## src/rtl/gray_job_arbiter_if.sv

```systemverilog
// gray_job_arbiter_if: job handshake bundle between two requesters and the gray counter arbiter
//   Req[1:0]       requester i wants a job
//   Steps0/Steps1  job length code N per requester (N+1 increments)
//   Gnt[1:0]       one-hot grant, 00 when idle
//   Busy, Done     job in progress / final-cycle pulse
//   GrayOut[2:0]   Gray code of the shared counter
//   Overflow       counter wrapped 7 -> 0
interface gray_job_arbiter_if;
  logic [1:0] Req;
  logic [2:0] Steps0;
  logic [2:0] Steps1;
  logic [1:0] Gnt;
  logic       Busy;
  logic       Done;
  logic [2:0] GrayOut;
  logic       Overflow;
  modport master (output Req, Steps0, Steps1, input Gnt, Busy, Done, GrayOut, Overflow);
  modport slave  (input Req, Steps0, Steps1, output Gnt, Busy, Done, GrayOut, Overflow);
endinterface

```

## src/rtl/gray_job_arbiter.sv

```systemverilog
// gray_job_arbiter: round-robin job arbiter sequencing a shared 3-bit Gray-code counter
//   Clk    clock, rising edge
//   Reset  synchronous, active-high
//   bus    gray_job_arbiter_if.slave (Req/Steps0/Steps1 in; Gnt/Busy/Done/GrayOut/Overflow out)
//   Optional macro OVF_CLEAR_ON_GRANT_EN: clear Overflow on every grant edge.
module gray_job_arbiter (
  input  logic Clk,
  input  logic Reset,
  gray_job_arbiter_if.slave bus
);
  typedef enum logic [1:0] {IDLE, RUN, DONE} state_t;
  state_t     state, state_nx;
  logic [2:0] cnt, remain;
  logic       last, pick, grant;
  logic [1:0] gnt, gnt_nx;
  logic       busy, busy_nx, done, done_nx, ovf, wrap;
  // Both requesting: serve the one not served last; otherwise the sole requester.
  assign pick  = (bus.Req == 2'b11) ? ~last : bus.Req[1];
  assign grant = (state == IDLE) && (|bus.Req);
  assign wrap  = (state == RUN) && (cnt == 3'd7);
  always_ff @(posedge Clk) begin
    if (Reset) begin
      state  <= IDLE;
      cnt    <= '0;
      remain <= '0;
      last   <= 1'b1;
      gnt    <= '0;
      busy   <= 1'b0;
      done   <= 1'b0;
      ovf    <= 1'b0;
    end else begin
      state <= state_nx;
      gnt   <= gnt_nx;
      busy  <= busy_nx;
      done  <= done_nx;
      if (state == RUN) begin
        cnt <= cnt + 3'd1;
        if (remain != 3'd0) remain <= remain - 3'd1;
      end
      if (grant) begin
        remain <= pick ? bus.Steps1 : bus.Steps0;
        last   <= pick;
      end
`ifdef OVF_CLEAR_ON_GRANT_EN
      ovf <= grant ? 1'b0 : (ovf | wrap);
`else
      ovf <= ovf | wrap;
`endif
    end
  end
  always_comb begin
    state_nx = (state == IDLE) ? (grant ? RUN : IDLE) :
               (state == RUN)  ? ((remain == 3'd0) ? DONE : RUN) : IDLE;
  end
  always_comb begin
    gnt_nx  = (state_nx == IDLE) ? 2'b00 : (state == IDLE) ? (pick ? 2'b10 : 2'b01) : gnt;
    busy_nx = (state_nx != IDLE);
    done_nx = (state_nx == DONE);
  end
  assign bus.Gnt      = gnt;
  assign bus.Busy     = busy;
  assign bus.Done     = done;
  assign bus.Overflow = ovf;
  assign bus.GrayOut  = {cnt[2], cnt[2] ^ cnt[1], cnt[1] ^ cnt[0]};
endmodule

```

## src/flat_wrapper.sv

```systemverilog
// flat-port wrapper written by rule: the top's interface ports become plain ports
module gray_job_arbiter_flat 
  (Clk, Reset, bus_Req, bus_Steps0, bus_Steps1, bus_Gnt, bus_Busy, bus_Done, bus_GrayOut, bus_Overflow);
  gray_job_arbiter_if bus_i ();
  input  logic Clk;
  input  logic Reset;
  input wire logic [$bits(bus_i.Req)-1:0] bus_Req;
  input wire logic [$bits(bus_i.Steps0)-1:0] bus_Steps0;
  input wire logic [$bits(bus_i.Steps1)-1:0] bus_Steps1;
  output wire logic [$bits(bus_i.Gnt)-1:0] bus_Gnt;
  output wire logic [$bits(bus_i.Busy)-1:0] bus_Busy;
  output wire logic [$bits(bus_i.Done)-1:0] bus_Done;
  output wire logic [$bits(bus_i.GrayOut)-1:0] bus_GrayOut;
  output wire logic [$bits(bus_i.Overflow)-1:0] bus_Overflow;
  assign bus_i.Req = bus_Req;
  assign bus_i.Steps0 = bus_Steps0;
  assign bus_i.Steps1 = bus_Steps1;
  assign bus_Gnt = bus_i.Gnt;
  assign bus_Busy = bus_i.Busy;
  assign bus_Done = bus_i.Done;
  assign bus_GrayOut = bus_i.GrayOut;
  assign bus_Overflow = bus_i.Overflow;
  gray_job_arbiter u_core (.Clk(Clk), .Reset(Reset), .bus(bus_i));
endmodule
```

## config.mk

```make
export PLATFORM = sky130hd
export DESIGN_NAME = gray_job_arbiter_flat
export DESIGN_NICKNAME = d
export VERILOG_FILES = /design/src/rtl/gray_job_arbiter_if.sv /design/src/rtl/gray_job_arbiter.sv /design/src/flat_wrapper.sv
export SDC_FILE = /design/constraint.sdc
export NUM_CORES = 1
export LEC_CHECK = 0
export CORE_MARGIN = 2
export CORE_UTILIZATION = 46
export DETAILED_ROUTE_END_ITERATION = 12
export GPL_TIMING_DRIVEN = 0
export MAX_ROUTING_LAYER = met4
export PLACE_DENSITY = 0.76
export SETUP_SLACK_MARGIN = 0.1
export SLEW_MARGIN = 10
export SYNTH_ARGS = -nofsm -noshare
export SYNTH_HDL_FRONTEND = slang
export SYNTH_SLANG_ARGS = --single-unit
```

## constraint.sdc

```tcl
create_clock -name Clk -period 1.85 [get_ports Clk]
set_clock_uncertainty 0.15 [all_clocks]
set_input_delay 0.2775 -clock Clk [delete_from_list [all_inputs] [get_ports Clk]]
set_output_delay 0.2775 -clock Clk [all_outputs]
set_load 0.05 [all_outputs]
```

**Word level (Yosys, flattened, before mapping)**

Index checks and enable logic that the tools add are counted.

- Div/mod/pow operators: 0
- Add/subtract/negate cells: 2
- Multiplexer cells: 10
- Shift-type cells: 0
- Equality and inequality tests: 4
- $lt $le $gt $ge: 0
- Multipliers: 0
- Reduce and logical (&&, ||, !) cells: 12
- Bitwise logic cells: 4

Operator list:

| kind | number |
|---|---|
| 2-to-1 mux 3 bit | 4 |
| 2-to-1 mux 2 bit | 4 |
| nonzero test 2 bit | 3 |
| equality test 2 bit (second input constant) | 2 |
| zero test 2 bit | 2 |
| OR reduction 2 bit | 2 |
| adder 3 x 1 -> 3 bit (second input constant) | 1 |
| equality test 3 bit (second input constant) | 1 |
| zero test 3 bit | 1 |
| nonzero test 3 bit | 1 |
| subtractor 3 x 1 -> 3 bit (second input constant) | 1 |
| equality test 2 x 1 -> 1 bit (second input constant) | 1 |
| logical AND 1 bit | 2 |
| 2-to-1 mux 1 bit | 2 |
| AND reduction 2 bit | 1 |
| XOR 1 bit | 2 |
| NOT 1 bit | 1 |
| OR 1 bit | 1 |

- Memories: 0
- Latch bits: 0
- Register bits after elaboration: 14
- Input port bits: 10
- Bits in writable memories: 0
- ROM bits: 0

**Logic depth before layout (Yosys ltp)**

Gate-level depths: netlist of the first run.

- Depth after elaboration: 6
- Gate-level depth with buffers: 6

**Worst setup path before layout of the first run**

No wires, ideal clock.

- Path kind: reg2reg
- Start point: register u_core.remain[0]
- End point: register u_core.remain[0]
- Library setup time: 0.078 ns
- Stages on the path, launching flop included: 6
- Arrival time: 1.348 ns
- Path slack: 0.274 ns
- Cells stage by stage: dfxtp_1 inv_1 ha_1 ha_1 a2111o_1 a32oi_1

- Cells in the longest elaborated chain, start to end: 4

RTL lines:

| what | RTL line | source |
|---|---|---|
| start: declaration | gray_job_arbiter.sv:13 | `logic [2:0] cnt, remain;` |
| start signal: assignment | gray_job_arbiter.sv:38 | `if (remain != 3'd0) remain <= remain - 3'd1;` |
| start signal: assignment | gray_job_arbiter.sv:41 | `remain <= pick ? bus.Steps1 : bus.Steps0;` |
| subtractor 3 x 1 -> 3 bit | gray_job_arbiter.sv:38 |  |
| 2-to-1 mux 3 bit | gray_job_arbiter.sv:38 |  |
| 2-to-1 mux 3 bit | gray_job_arbiter.sv:36 | `if (state == RUN) begin` |
| 2-to-1 mux 3 bit | gray_job_arbiter.sv:40 | `if (grant) begin` |

Several ways; a longest one is shown, not always the timed one. The select of a mux whose other input is x is not followed.
A chain may end at the register's enable or synchronous reset.

**Final worst setup path of the first run**

Ends and elaborated chain as after synthesis.

==> results of run 1 <==
[worst max-delay path, stage by stage, from the launching register on]
cell and delay [ns]:
dfxtp_2 0.35, inv_1 0.05, ha_1 0.19, ha_1 0.23
a2111o_1 0.45, a32oi_1 0.18
[path summary, 6_finish.rpt]
kind / from / to / slack (ns)
worst min register to register: u_core.remain[2] / u_core.remain[2] / 0.32
worst max register to register: u_core.remain[0] / u_core.remain[0] / 0.18
worst min-delay path: bus_Req[0] / u_core.remain[0] / 0.18
worst max-delay path: u_core.remain[0] / u_core.remain[0] / 0.18
[stage by stage]
step                cells  utilization [%]
finish                107             65.3
global route          107             65.3
CTS                   107             66.5
detailed placement    103             64.1
global placement      103             64.1
floorplan              72                -
[cells in the mapped netlist]
cell        n
nor2_1      4
xor2_1      1
a32oi_1     3
clkbuf_1    1
a2111o_1    1
nand2_1     1
a221o_1     1
buf_6       1
mux2i_1     3
a21boi_1    1
and3b_1     2
a21bo_2     1
dfxtp_1    14
nand4_1     3
a2bb2oi_1   1
ha_1        4
xnor2_1     1
o21bai_1    1
buf_4       1
nor3_1      4
nand2b_1    3
nand3b_1    3
a21oi_1     4
inv_1       4
nor2b_1     2
nor2_4      1
buf_2       3
nand3_1     3
[cells by family after synthesis]
logic type	Yosys count	share of synthesized area, %
AO/OA/AOI/OAI	13	14.8
XOR/XNOR	2	2.55
adder cells (fa/ha/maj)	4	7.29
buffers and inverters	10	7.65
flip-flops	14	40.8
multiplexers	3	4.37
AND/OR/NAND/NOR	26	22.6
[cell type report]
cell class	count	area share, %
Clock buffer	4	4.11
Buffer	6	4.26
Tap cell	15	2.13
Sequential cell	14	31.9
Inverter	4	1.70
Multi-Input combinational cell	48	40.1
Timing Repair Buffer	16	15.7
[report_power, final]
group	total, mW	internal (mW)	switching (mW)
combinational	0.507	0.199	0.307
clock	0.228	0.120	0.108
sequential	0.410	0.373	0.0374
total	1.15	0.692	0.453
[layer usage]
| layer | up-vias | GRT usage [%] | wire (µm) |
|---|---|---|---|
| met5 | - | - | 0 |
| met4 | 0 | 9.38 | 29 |
| met3 | 5 | 3.88 | 69 |
| met2 | 17 | 22.1 | 647 |
| met1 | 254 | 21.7 | 671 |
| li1 | 301 | - | - |
[sequential cells by signal, summed over array words and instances (netlist names)]
signal               cells
u_core.cnt               3
u_core.remain            3
u_core.bus.Gnt           2
u_core.state             2
u_core.bus.Busy          1
u_core.bus.Done          1
u_core.bus.Overflow      1
u_core.last              1
[what timing repair did]
action | 4_1_cts | 5_1_grt
gates resized for setup | 12 | 5
endpoints found under the hold margin | 0 | 0
endpoints found under the setup margin | 8 | 6
pin swaps | 0 | 1
==> implementation parameters, run 1 <==
Parameter                              Value

Status
  Outcome ... completed

Floorplan
  Initial Util ... 50.9%
  Core area ... 0.00135 mm²
  Die Ht ... 42.6 µm
  X dimension of the die ... 42.6 µm
  Total I/O pin count ... 18
  Die area ... 0.00182 mm²
  Std cell rows ... 13

Placement
  Worst setup timing slack at the placement stage ... 0.0200 ns
  Port Buffers ... 16
  Routability congestion estimate ... 0.683
  DP HPWL ... 1.06 mm
  Total placed instance area ... 866 µm²

Clock tree
  Buffer depth of the longest clock path ... 2
  Clock input transition at the sequential cells of the worst setup and hold paths ... 0.09 ns
  TritonCTS buffer count ... 3
  H-Tree Depth ... 1
  Post-CTS Hold Fix Bufs ... 0
  Clock latency reported for the late side of the worst-skew pair ... 0.29 ns
  Setup fix buffers added after clock tree synthesis ... 0
  Clock tree from TritonCTS ... done
  Total clock sinks ... 14
  Clock root cell ... clkbuf_4

STA
  Setup Total Neg Slack ... 0 ns
  Slew of the pin with the lowest slew margin ... 0.492 ns
  Max Fclk ... 598 MHz
  Final count of negative-setup-slack endpoints ... 0
  Slew Viols, Final ... 0
  Least setup slack across all paths after layout ... 0.179 ns
  Hold Violations, Final ... 0
  Post-layout minimum cycle time ... 1.67 ns
  Hold WS ... 0.175 ns
  RSZ-0062 raised after global routing ... false
  Final critical-path share of the clock period ... 90.3%
  Slew Limit Headroom ... 67.4%

Routing
  Vias per inst ... 5.39
  Total routed wirelength ... 1.42 mm
  Number of design rule violations left after detail routing ... 0
  Count of routing violations after the opening detailed-route iteration ... 12
  Average routed wire per standard cell ... 13.3 µm
  Post-DRT Antenna Nets ... 0
  Vias post-DR ... 577
  TritonRoute pass-1 iters ... 4

Setup path
  Kind of end point of the critical path ... flip-flop
  WS Path Type ... reg -> reg
  Critical path fanouts, max ... 6
  Critical Path Source Type ... flip-flop
  Required arrival time at the worst endpoint ... 1.91 ns
  Critical path data arrival time ... 1.74 ns
  R2r worst-path depth ... 5

Pwr
  Pwr Density ... 1300 mW/mm²
  VDD IR-drop max ... 609 µV
  Total power of the final layout ... 1.15 mW
  Total leakage power ... 0.401 nW

Flow run
  Number of max-cap violations ... 0

Finish
  Area added between synthesis and finish ... 28.4%
  Number of fill cells in the layout ... 118
  Fraction of final layout cells sized beyond drive strength 1 ... 16.3%
  Finished Cell Area ... 882 µm²
  Multi-input logic area ... 354 µm²
  Total number of nets in the final design ... 107
  Most common cell after layout, fill and taps aside ... dfxtp_1
  Most frequent cells in the layout ... 13 x dfxtp_1, 8 x clkdlybuf4s50_1, 5 x dlygate4sd2_1
  Antenna cells ... 0
  Area used by sequential logic in the layout ... 282 µm²

Min path
  Worst min-delay path category ... in -> reg
  Hold Path Cell Cnt ... 3

Synth
  #FFs+latches synth ... 14
  Cell taking the most area after synthesis ... dfxtp_1
  Yosys warns ... 0
  Area share of the largest cell type after synthesis ... 40.8%
  Average cell area after synthesis ... 9.54 µm²
  Leading post-synthesis cells by cell area ... dfxtp_1 41%, ha_1 7.3%, mux2i_1 4.4%
  Distinct cell type count of the synthesized netlist ... 28
  Mapped Cells ... 72
  Net count after synthesis ... 86
  Portion of the post-synthesis area used by sequential elements ... 40.8%
  Synthesized area ... 687 µm²

Global routing
  Initial antenna violation count ... 0
  Pin count of the biggest net entering global routing ... 11
  Wire length of the first global-routing pass ... 2.15 mm
  Global-route congestion overflow total ... 0
  Total routing resource utilization after global routing ... 16.3%
  Via count of the first global-routing pass ... 489
Note: power is estimated with default switching activity, not from simulation.
==> run 2, diff against run 1 <==
Settings changed: CORE_UTILIZATION 46 to 49, CTS_BUF_LIST from default to sky130_fd_sc_hd__clkbuf_4 sky130_fd_sc_hd__clkbuf_8, HOLD_SLACK_MARGIN from default to 0.05, PLACE_DENSITY 0.76 to 0.8.
==> implementation parameters, run 2 (synthesized netlist as in run 1, its figures left out) <==
Parameter                              Value

Status
  Outcome ... completed

Flow run
  Number of max-cap violations ... 0

Clock tree
  Clock root cell ... clkbuf_4
  H-Tree Depth ... 1
  Total clock sinks ... 14
  Clock tree from TritonCTS ... done
  Post-CTS Hold Fix Bufs ... 0
  TritonCTS buffer count ... 3
  Buffer depth of the longest clock path ... 2
  Clock latency reported for the late side of the worst-skew pair ... 0.28 ns
  Setup fix buffers added after clock tree synthesis ... 0
  Clock input transition at the sequential cells of the worst setup and hold paths ... 0.08 ns

Setup path
  WS Path Type ... reg -> out
  Launching element of the worst setup path ... u_core.cnt[2]
  Critical path data arrival time ... 1.21 ns
  Kind of end point of the critical path ... output pin
  Required arrival time at the worst endpoint ... 1.42 ns
  Critical Path Source Type ... flip-flop
  Critical path fanouts, max ... 4
  Startpoint of the most critical register-to-register path ... u_core.remain[0]

Floorplan
  Die Ht ... 41.4 µm
  Initial Util ... 52.8%
  Core area ... 0.00130 mm²
  Die area ... 0.00172 mm²
  Std cell rows ... 13
  X dimension of the die ... 41.4 µm
  Total I/O pin count ... 18

STA
  Least setup slack across all paths after layout ... 0.211 ns
  Final critical-path share of the clock period ... 88.6%
  RSZ-0062 raised after global routing ... false
  Slew of the pin with the lowest slew margin ... 0.485 ns
  Max Fclk ... 610 MHz
  Post-layout minimum cycle time ... 1.64 ns
  Slew Limit Headroom ... 67.8%
  Slew Viols, Final ... 0
  Setup Total Neg Slack ... 0 ns
  Hold Violations, Final ... 0
  Final count of negative-setup-slack endpoints ... 0

Global routing
  Via count of the first global-routing pass ... 495
  Wire length of the first global-routing pass ... 2.07 mm
  Pin count of the biggest net entering global routing ... 11
  Initial antenna violation count ... 0
  Total routing resource utilization after global routing ... 16.3%
  Global-route congestion overflow total ... 0

Finish
  Antenna cells ... 0
  Area used by sequential logic in the layout ... 280 µm²
  Registers with the most flip-flops ... u_core.cnt (3), u_core.remain (3)
  Area added between synthesis and finish ... 27.5%
  Number of fill cells in the layout ... 114
  Most frequent cells in the layout ... 14 x dfxtp_1, 8 x clkdlybuf4s50_1, 5 x dlygate4sd2_1
  Most common cell after layout, fill and taps aside ... dfxtp_1
  Multi-input logic area ... 357 µm²
  Fraction of final layout cells sized beyond drive strength 1 ... 15.4%
  Total number of nets in the final design ... 107

Placement
  Port Buffers ... 16
  Worst setup timing slack at the placement stage ... 0.0228 ns
  Routability congestion estimate ... 0.746
  DP HPWL ... 932 µm

Routing
  Average routed wire per standard cell ... 11.8 µm
  TritonRoute pass-1 iters ... 4
  Vias post-DR ... 576
  Total routed wirelength ... 1.26 mm
  Post-DRT Antenna Nets ... 0
  Number of design rule violations left after detail routing ... 0
  Count of routing violations after the opening detailed-route iteration ... 9
  Vias per inst ... 5.43

Min path
  Min-Delay Startpoint ... bus_Req[0]
  Worst min-delay path category ... in -> reg

Pwr
  VDD IR-drop max ... 728 µV
  Total leakage power ... 0.391 nW
  Pwr Density ... 1250 mW/mm²
## run 2: final timing paths
kind | to | slack (ns) | depth (start not counted)
min | u_core.remain[0] | 0.20 | 3
max | bus_GrayOut[1] | 0.21 | 2
min reg2reg | u_core.bus.Overflow | 0.32 | 2
max reg2reg | u_core.remain[2] | 0.22 | 5
## run 2: cell type report
| type | instances | area share (%) |
|---|---|---|
| buffer | 6 | 4.29 |
| clock buffer | 3 | 2.57 |
| inverter | 4 | 1.71 |
| multi-input combinational | 48 | 40.7 |
| sequential | 14 | 32.0 |
| tap | 15 | 2.14 |
| timing repair buffer | 16 | 16.6 |
## run 2: critical path: stages (launching register included)
cell and delay [ns]:
dfxtp_1 0.39, xor2_1 0.16, clkdlybuf4s15_2 0.38
## run 2: repair_timing
| action | in CTS | in global routing |
|---|---|---|
| gates resized for setup | 12 | 3 |
| setup endpoints to repair | 8 | 5 |
| pin swaps | 0 | 1 |
## run 2: through the flow
step,utilization (%),instances,instance area [µm²],hold slack (ns),total power [mW]
2_1_floorplan,-,72,687,0.289,0.814
3_3_place_gp,66.5,103,866,0.301,0.932
3_5_place_dp,66.5,103,866,0.306,0.946
4_1_cts,67.9,106,883,0.198,1.10
5_1_grt,67.3,106,876,0.218,1.18
6_report,67.3,106,876,0.201,1.09
## run 2: routing by layer
metal	vias to the layer above	track usage, %	share of wire [%]
met5	-	-	0
met4	0	7.74	1.8
met3	5	6.52	5.7
met2	16	22.5	42
met1	256	20.7	50
li1	299	-	-
## run 2: power by group
| part | switching, mW | leakage, nW | internal, mW | total [mW] |
|---|---|---|---|---|
| registers | 0.0384 | 0.115 | 0.371 | 0.410 |
| logic | 0.309 | 0.261 | 0.209 | 0.518 |
| clock network | 0.0894 | 0.0138 | 0.0755 | 0.165 |
| total | 0.437 | 0.391 | 0.656 | 1.09 |
